==> src/rtl/ifq_pkg.sv <==
// ifq_pkg: shared defaults and width helpers for the IF-stage instruction queue
package ifq_pkg;
  localparam int IFQ_WIDTH_DEF = 16;
  localparam int IFQ_DEPTH_DEF = 4;
  localparam logic [IFQ_WIDTH_DEF-1:0] IFQ_NOP_DEF = '0;
  function automatic int ifq_cw(input int depth);
    return $clog2(depth + 1);
  endfunction
  function automatic int ifq_pw(input int depth);
    return (depth > 1) ? $clog2(depth) : 1;
  endfunction
endpackage

==> src/rtl/ifq_ptr.sv <==
// ifq_ptr: modulo-DEPTH pointer with increment and clear
// Ports: clk, rst_n (async active-low), i_inc (advance), i_clr (to 0, wins over inc), o_ptr (current index)
module ifq_ptr
  import ifq_pkg::*;
#(
  parameter  int DEPTH = IFQ_DEPTH_DEF,
  localparam int PW    = ifq_pw(DEPTH)
) (
  input  logic          clk,
  input  logic          rst_n,
  input  logic          i_inc,
  input  logic          i_clr,
  output logic [PW-1:0] o_ptr
);
  logic [PW-1:0] r_ptr;
  always_ff @(posedge clk or negedge rst_n)
    if (!rst_n) r_ptr <= '0;
    else if (i_clr) r_ptr <= '0;
    else if (i_inc) r_ptr <= (r_ptr == PW'(DEPTH - 1)) ? '0 : r_ptr + PW'(1);
  assign o_ptr = r_ptr;
endmodule

==> src/rtl/if_instr_queue.sv <==
// if_instr_queue: I-cache to decode instruction queue with NOP substitution and flush
// Ports: clk, rst_n (async active-low); fetch_valid/fetch_instr/fetch_ready from I-cache;
//        flush, mode, stall control; instr_o/instr_valid to decode; count = occupancy.
// Optional: define IFQ_BYPASS_EN for zero-latency pass-through when the queue is empty.
module if_instr_queue
  import ifq_pkg::*;
#(
  parameter  int               WIDTH = IFQ_WIDTH_DEF,
  parameter  int               DEPTH = IFQ_DEPTH_DEF,
  parameter  logic [WIDTH-1:0] NOP   = WIDTH'(IFQ_NOP_DEF),
  localparam int               CW    = ifq_cw(DEPTH),
  localparam int               PW    = ifq_pw(DEPTH)
) (
  input  logic             clk,
  input  logic             rst_n,
  input  logic             fetch_valid,
  input  logic [WIDTH-1:0] fetch_instr,
  output logic             fetch_ready,
  input  logic             flush,
  input  logic             mode,
  input  logic             stall,
  output logic [WIDTH-1:0] instr_o,
  output logic             instr_valid,
  output logic [CW-1:0]    count
);
  logic [WIDTH-1:0] r_mem [DEPTH];
  logic [CW-1:0]    r_count;
  logic [PW-1:0]    w_head, w_tail;
  logic             w_qvalid, w_byp, w_push, w_pop;
  assign fetch_ready = r_count < CW'(DEPTH);
  assign w_qvalid    = (r_count != '0) & mode & ~flush;
  assign w_pop       = w_qvalid & ~stall;
`ifdef IFQ_BYPASS_EN
  assign w_byp = (r_count == '0) & mode & ~flush & fetch_valid;
`else
  assign w_byp = 1'b0;
`endif
  // a bypassed word consumed by decode this cycle is not stored
  assign w_push      = fetch_valid & fetch_ready & ~flush & ~(w_byp & ~stall);
  assign instr_valid = w_qvalid | w_byp;
  assign instr_o     = w_qvalid ? r_mem[w_head] : w_byp ? fetch_instr : NOP;
  assign count       = r_count;
  always_ff @(posedge clk or negedge rst_n)
    if (!rst_n) r_count <= '0;
    else r_count <= flush ? '0 : r_count + CW'(w_push) - CW'(w_pop);
  always_ff @(posedge clk)
    if (w_push) r_mem[w_tail] <= fetch_instr;
  ifq_ptr #(.DEPTH(DEPTH)) u_head (.clk, .rst_n, .i_inc(w_pop), .i_clr(flush), .o_ptr(w_head));
  ifq_ptr #(.DEPTH(DEPTH)) u_tail (.clk, .rst_n, .i_inc(w_push), .i_clr(flush), .o_ptr(w_tail));
endmodule

==> config.mk <==
export PLATFORM = sky130hd
export DESIGN_NAME = if_instr_queue
export DESIGN_NICKNAME = d
export VERILOG_FILES = /design/src/rtl/ifq_pkg.sv /design/src/rtl/ifq_ptr.sv /design/src/rtl/if_instr_queue.sv
export SDC_FILE = /design/constraint.sdc
export NUM_CORES = 1
export LEC_CHECK = 0
export CORE_ASPECT_RATIO = 0.75
export CORE_MARGIN = 2
export CORE_UTILIZATION = 58
export CTS_BUF_LIST = sky130_fd_sc_hd__clkbuf_16
export CTS_CLUSTER_SIZE = 40
export DETAILED_ROUTE_END_ITERATION = 8
export HOLD_SLACK_MARGIN = 0.08
export PLACE_DENSITY = 0.84
export RECOVER_POWER = 100
export SYNTH_ARGS = -nofsm -noshare
export SYNTH_HDL_FRONTEND = slang
export SYNTH_SLANG_ARGS = --single-unit
==> constraint.sdc <==
create_clock -name clk -period 6 [get_ports clk]
set_input_delay 0.9 -clock clk [delete_from_list [all_inputs] [get_ports clk]]
set_output_delay 0.9 -clock clk [all_outputs]
set_load 0.05 [all_outputs]
== Yosys cells after proc, flatten, opt, wreduce, memory -nomap -nowiden ==
Memory sizes are Yosys's and may differ from the RTL's.
Index checks and enable logic that the tools add are counted.
Word-level totals
  bits in registers: 7
  RAM bits: 64
  input port bits: 22
  output and inout port bits: 21
  word-level logic and storage cells: 31
  memories kept: 1
Cells by class
  $add $sub $neg: 4
  order comparisons: 1
  eq/ne operators: 2
  multiplexer cells: 10
  bitwise gates (word level): 7
  reductions and logical operators: 3
Memories
  r_mem: depth 4, bits a word 16, read ports 1, clocked after Yosys merged registers in 0, wr ports 1, line if_instr_queue.sv:26  | logic [WIDTH-1:0] r_mem [DEPTH];
Operators by type and width (count)
  16-bit two-way mux: 1
  2-bit two-way mux: 6
  1-bit AND: 5
  2-bit by 1-bit adder with 2-bit output (second input constant): 2
  2-bit == test (second input constant): 2
  2-bit nonzero test: 2
  3-bit by 1-bit adder with 3-bit output: 1
  3-bit < comparator (second input constant): 1
  3-bit two-way mux: 1
  3-bit nonzero test: 1
  3-bit by 1-bit subtractor with 3-bit output: 1
  1-bit two-way mux: 2
  1-bit NOT: 2

== Depth between registers and ports, before layout ==
Gate-level depths: netlist of run 1.
  depth after elaboration: 6
  mapped depth: 11
  mapped depth without buffers: 11

== Hierarchy ==
A second synthesis of run 1 with hierarchy kept.
Unflattened totals
  cell total of the unflattened synthesis: 143
  area, all modules: 2895.3 um^2
Modules (own cells, without submodules)
  if_instr_queue: instances 1, cells each 127, area an instance 2695.1 um^2, sequential area each 1996.9 um^2
  ifq_ptr: instances 2, cells each 8, area an instance 100.1 um^2, sequential area each 50.0 um^2

== Least setup slack after synthesis of run 1 ==
No wires, ideal clock.
  kind: input-to-output
  start point: input flush
  end point: output instr_o[0]
  arrival: 2.119 ns
  slack: 2.981 ns
  stages on the path: 3
  path buffers: 1
  cells stage by stage: or3b_1 -> buf_6 -> nor2b_1
Between the ends
  cells in the longest elaborated chain, start to end: 3
Ends and longest elaborated chain
  start: declaration: line if_instr_queue.sv:19  | input logic flush,
  1-bit NOT: line if_instr_queue.sv:31  | assign w_qvalid = (r_count != '0) & mode & ~flush;
  1-bit AND: line if_instr_queue.sv:31
  16-bit two-way mux: line if_instr_queue.sv:41  | assign instr_o = w_qvalid ? r_mem[w_head] : w_byp ? fetch_instr : NOP;
  end: declaration: line if_instr_queue.sv:22  | output logic [WIDTH-1:0] instr_o,
Every way passes these cells.

== Worst setup path in the final report of run 1 ==
  start point: input flush
  end point: output instr_o[3]
Same word-level chain as after synthesis.

==> results of run 1 <==
## sequential cells by signal, summed over array words and instances, names as in the netlist
register / cells
r_mem: 64
count: 3
u_head.o_ptr: 2
u_tail.o_ptr: 2
## metrics by stage
step	util	area [um^2]	power (mW)	hold slack [ps]	setup WS, ps
floorplan	-	3027	0.8336	542.0	2981
global placement	0.6955	3446	0.9026	571.4	1617
detailed placement	0.6955	3446	0.9172	622.8	1557
CTS	0.7556	3744	1.433	640.1	1532
global route	0.7556	3744	1.465	664.4	1317
finish	0.7556	3744	1.412	645.1	1434
## cell families (layout without fill, tap and decap cells)
kind of cell               count (synthesis)  count (layout)  share of synthesized area
AOI/OAI and AO/OA                          2               2                   0.003304
xor gates and xnor gates                   3               3                   0.008683
adders and majority gates                  7               7                    0.03142
buffers and inverters                     14              65                    0.03390
DFF                                       71              71                     0.6928
muxes                                     18              18                     0.1372
and+or+nand+nor                           35              35                    0.09260
## worst min-delay path, stage by stage (launching register included)
cell and delay, ps:
dfrtp_1 400, mux2i_1 110, nor2_1 90
## path summary, 6_finish.rpt
path,start,end,slack [ps],depth (start not counted)
min in group asynchronous,rst_n,count[0],910,1
setup reg to reg,count[2],count[2],3520,11
hold / removal,u_tail.o_ptr[1],u_tail.o_ptr[1],650,2
max in group asynchronous,rst_n,u_head.o_ptr[1],4840,1
setup / recovery,flush,instr_o[3],1430,4
hold reg to reg,u_tail.o_ptr[1],u_tail.o_ptr[1],650,2
## layout make-up
class,count,area [um^2]
sequential,71,2097
tap,60,75.07
inverter,7,26.28
timing repair buffer,42,420.4
clock buffer,9,225.2
clock inverter,7,72.57
fill,271,1211
multi-input combinational,65,827.0
## metal layers
layer  wire (um)  global-route usage  vias up
met5           0                   0        -
met4          59             0.07308        0
met3         258             0.08302        8
met2        2739              0.3305       48
met1        2029              0.2287      764
li1            -                   -      667
## cell usage after synthesis
| cell | count | area share |
|---|---|---|
| mux4_2 | 7 | 0.052 |
| nor3_2 | 1 | 0.0033 |
| mux2_2 | 1 | 0.0037 |
| or3b_1 | 1 | 0.0029 |
| edfxtp_1 | 64 | 0.63 |
| fa_1 | 1 | 0.0066 |
| buf_6 | 2 | 0.0074 |
| dfrtp_1 | 7 | 0.058 |
| or3_1 | 1 | 0.0021 |
| inv_1 | 7 | 0.0087 |
| buf_2 | 2 | 0.0033 |
| mux2i_1 | 1 | 0.0033 |
| buf_12 | 2 | 0.013 |
| ha_1 | 6 | 0.025 |
| o21ai_0 | 1 | 0.0017 |
| mux4_1 | 9 | 0.078 |
| nor2b_4 | 9 | 0.041 |
| clkbuf_1 | 1 | 0.0012 |
| xnor2_1 | 3 | 0.0087 |
| nand3b_1 | 1 | 0.0025 |
| nor2b_1 | 10 | 0.021 |
| a21oi_1 | 1 | 0.0017 |
| nand2b_1 | 1 | 0.0021 |
| and2_1 | 4 | 0.0083 |
| nor2_1 | 6 | 0.0074 |
| nor3b_1 | 1 | 0.0025 |
## power by group through the flow
stage	registers [mW]	logic, mW	clock network (mW)
6_report	0.612	0.285	0.515
4_1_cts	0.612	0.300	0.521
2_1_floorplan	0.624	0.209	0
5_1_grt	0.616	0.302	0.547
3_3_place_gp	0.617	0.285	0
3_5_place_dp	0.622	0.296	0
==> metrics.txt, run 1 <==
post_cts resized 0; # rows 22; Mean Syn Cell Area 20.18 um^2; Setup Skew 5.851 ps; CTS clk-pin slew, worst paths 50 ps; largest net degree at the start of global routing 20; Max Fclk 219.0 MHz; power per cell area 377.3 nW/um^2; Seq pwr share 0.433; Post-CTS Setup Bufs 0; crit share post-route 0.7610; max incr delay on CP 910 ps; Post-Syn Instances 150; worst slew pin tran 1251 ps; family with the most delay on the worst path buffers and inverters; Crit Path Class in2out; Rel. slew slack 0.1654; core area 4955 um^2; internal power slightly above 1 mW; synthesized flop and latch total 71; WP data arrival around 3700 ps; P_sw 0.3918 mW; leakage 1.358 nW; CP cell instances dlygate4sd3_1, or3b_1, nor2b_1, dlygate4sd3_1; WL/cell 19.49 um; layout cells sized above 1 0.1642; Via density 5.697; max-slew violations 0; proportion of synthesized chip area in sequential cells 0.6928; Clk pwr share 0.364; cts hold-fix bufs 0; die footprint 5818 um^2; htree depth 3; max cap viols 0; post-route ant nets 0; number of port buffers 42; synth unique cells 26; CP required 5100 ps; Crit Path Max Fanout 17; Cell Area, Synth 3027 um^2; gr usage total 0.1974; Final setup viols 0; global route overflow 0; chip width 87.42 um; Final Hold Fails 0; DP HPWL approximately 3200 um; initial drt markers 72; crit-path most repeated cell dlygate4sd3_1; RSZ-0062 raised after global routing no; commonest cells after routing, fill and taps aside 64 x edfxtp_1, 40 x dlygate4sd3_1, 10 x nor2b_1; Cells after DPL about 250; Max clock buf depth 2; VDD IR-drop max 0.0002759 V; cts bufs inserted 9; drt drc 0; Final Wtd Congestion 0.6980; combinational share of power 0.202; Post-Route WL approximately 5000 um; Initial Utilization 0.6109; nets 225; Switching Share 0.2774; Via Count ~1500; # diodes 0; initial antenna violation count 0; Synth warnings 0; element type at the critical path end output port; Area Overhead vs Synth 23.69%; # clock sinks slightly above 70; CP startpoint kind input port; Period minus WS final 4566 ps; Hold Crit Class reg2reg; Pre-Repair DR Iteration Count 4; commonest non-fill, non-tap cell in the layout edfxtp_1; # IOs 43; Syn Nets around 180; Die Ht approximately 67 um; fin cells 261; CTS tree built; Root Driver clkbuf_16; first-pass GRT wire length just under 8000 um; number of global-route vias before repair 1563; Buf+Inv Stages, Crit Path 2; total negative slack 0 ps; status finished clean; slowest cell on the critical path dlygate4sd3_1; Skew-Pair Late Insertion Delay about 330 ps
(Power assumes the default switching activity.)
==> inputs of run 2 (changes only) <==
--- a/config.mk
+++ b/config.mk
@@ -7,12 +7,12 @@
 export LEC_CHECK = 0
 export CORE_ASPECT_RATIO = 0.75
 export CORE_MARGIN = 2
-export CORE_UTILIZATION = 58
+export CORE_UTILIZATION = 49
 export CTS_BUF_LIST = sky130_fd_sc_hd__clkbuf_16
 export CTS_CLUSTER_SIZE = 40
 export DETAILED_ROUTE_END_ITERATION = 8
 export HOLD_SLACK_MARGIN = 0.08
-export PLACE_DENSITY = 0.84
+export PLACE_DENSITY = 0.76
 export RECOVER_POWER = 100
 export SYNTH_ARGS = -nofsm -noshare
 export SYNTH_HDL_FRONTEND = slang
==> constraint.sdc (replaced) <==
create_clock -name clk -period 3.9 [get_ports clk]
set_input_delay 0.585 -clock clk [delete_from_list [all_inputs] [get_ports clk]]
set_output_delay 0.585 -clock clk [all_outputs]
set_load 0.05 [all_outputs]
==> metrics.txt, run 2 (synthesis results as in run 1) <==
max incr delay on CP 680 ps (was 910 ps); leakage 1.326 nW (was 1.358 nW); Largest register FFs 64 (unchanged); DP HPWL 3216 um (was 3201 um); # clock sinks 71 (unchanged); Layout fillers 412 (was 271); family with the most delay on the worst path buffers and inverters (unchanged); Final Wtd Congestion 0.7711 (was 0.6980); chip width 94.75 um (was 87.42 um); CP startpoint kind input port (unchanged); # rows 24 (was 22); largest net degree at the start of global routing 19 (was 20); Via density 5.231 (was 5.697); slowest cell on the critical path dlygate4sd3_1 (unchanged); initial drt markers 95 (was 72); # diodes 0 (unchanged); layout cells sized above 1 0.2463 (was 0.1642); cts bufs inserted 9 (unchanged); Via Count 1470 (was 1487); Biggest register r_mem (unchanged); Crit Path Class in2out (unchanged); Die Ht 72.07 um (was 66.56 um); power per cell area 563.6 nW/um^2 (was 377.3 nW/um^2); CP cell instances dlygate4sd3_1, or3b_1, clkbuf_2, nor2b_1, buf_4 (was dlygate4sd3_1, or3b_1, nor2b_1, dlygate4sd3_1); Root Driver clkbuf_16 (unchanged); element type at the critical path end output port (unchanged); WL/cell 18.06 um (was 19.49 um); DP Worst Slack 956.5 ps (was 1557 ps); crit share post-route 0.8267; Final setup viols 0 (unchanged); Skew-Pair Late Insertion Delay 330 ps (about the same); Max Fclk about 310 MHz; Crit Path Max Fanout 17 (unchanged); RSZ-0062 raised after global routing no (unchanged); VDD IR-drop max 0.0003096 V (was 0.0002759 V); Worst R2R Setup Slack 1550 ps (was 3520 ps); die footprint 6828 um^2 (was 5818 um^2); post_cts resized 0 (unchanged); drt drc 0 (unchanged); commonest non-fill, non-tap cell in the layout edfxtp_1 (unchanged); number of port buffers 42 (unchanged); Area Overhead vs Synth 22.16% (was 23.69%); commonest cells after routing, fill and taps aside 64 x edfxtp_1, 23 x dlygate4sd3_1, 18 x buf_4, 11 x nor2b_1 (was 64 x edfxtp_1, 40 x dlygate4sd3_1, 10 x nor2b_1); cell area after layout 3697 um^2 (was 3744 um^2); status finished clean (unchanged); Buf+Inv Stages, Crit Path 3 (was 2); core area 5886 um^2 (was 4955 um^2); Rel. slew slack 0.1756 (was 0.1654); Tot Pwr 2.084 mW (was 1.412 mW); nets 227 (was 225); Setup Skew 5.803 ps (was 5.851 ps); gr usage total 0.1675 (was 0.1974); first-pass GRT wire length 7976 um (was 7941 um); Worst Hold Slack 619.2 ps (was 645.1 ps); Max clock buf depth 2 (unchanged); global route overflow 0 (unchanged); initial antenna violation count 0 (unchanged); number of global-route vias before repair 1556 (was 1563); final worst slack 676.1 ps (was 1434 ps); post-route ant nets 0 (unchanged); worst slew pin tran 1236 ps (was 1251 ps); CTS clk-pin slew, worst paths 50 ps (about the same); CTS tree built (unchanged); Period minus WS final 3224 ps; Hold Crit Class in2async (was reg2reg); htree depth 3 (unchanged); Cell Area, Placed 3441 um^2 (was 3446 um^2); Post-Route WL 5075 um (was 5087 um); max-slew violations 0 (unchanged); cts hold-fix bufs 0 (unchanged); max cap viols 0 (unchanged); # IOs 43 (unchanged); Final Hold Fails 0 (unchanged); Pre-Repair DR Iteration Count 5 (was 4); total negative slack 0 ps (unchanged); Initial Utilization 0.5142 (was 0.6109); CP required 3310 ps (was 5100 ps); FF+latch area 2097 um^2 (unchanged); area of the multi-input gates 819.5 um^2 (was 827.0 um^2); Post-CTS Setup Bufs 0 (unchanged); WP data arrival 2640 ps (was 3670 ps)
-- run 2: per-layer routing --
layer | GRT usage | share of wire | up-vias
li1 | - | - | 675
met1 | 0.1981 | 0.42 | 751
met2 | 0.2774 | 0.51 | 40
met3 | 0.06646 | 0.059 | 4
met4 | 0.06763 | 0.0089 | 0
met5 | 0 | 0 | -
-- run 2: area by class of cell --
type                       instances  share of cell area
clock inverter                     7             0.01117
inverter                           7            0.007107
sequential                        71              0.5672
multi-input combinational         65              0.2217
timing repair buffer              44              0.1056
clock buffer                       9             0.06091
tap                               78             0.02640
-- run 2: worst paths after layout --
| path | startpoint | to | cells past startpoint |
|---|---|---|---|
| min in group clk | u_tail.o_ptr[1] | u_tail.o_ptr[1] | 2 |
| worst min register to register | u_tail.o_ptr[1] | u_tail.o_ptr[1] | 2 |
| max in group asynchronous | rst_n | u_tail.o_ptr[1] | 1 |
| worst max-delay path | flush | instr_o[6] | 5 |
| worst max register to register | count[1] | count[2] | 11 |
| worst min-delay path | rst_n | count[0] | 1 |
-- run 2: worst register-to-register path, delay by kind of cell, from the launching register on --
family                     cells  cell delay (ps)
xor gates and xnor gates       2              310
adders and majority gates      3              800
buffers and inverters          2              110
DFF                            1              440
and+or+nand+nor                4              570
-- run 2: metrics by stage --
stage,util,instances
finish,0.6282,281
detailed placement,0.5846,265
floorplan,-,150
global route,0.6282,281
global placement,0.5846,265
CTS,0.6299,281
-- run 2: report_power, final --
group | total (mW) | internal [mW] | switching (mW) | leakage (nW)
registers | 0.932 | 0.896 | 0.0359 | 0.676
clock network | 0.713 | 0.423 | 0.290 | 0.130
logic | 0.439 | 0.179 | 0.260 | 0.521
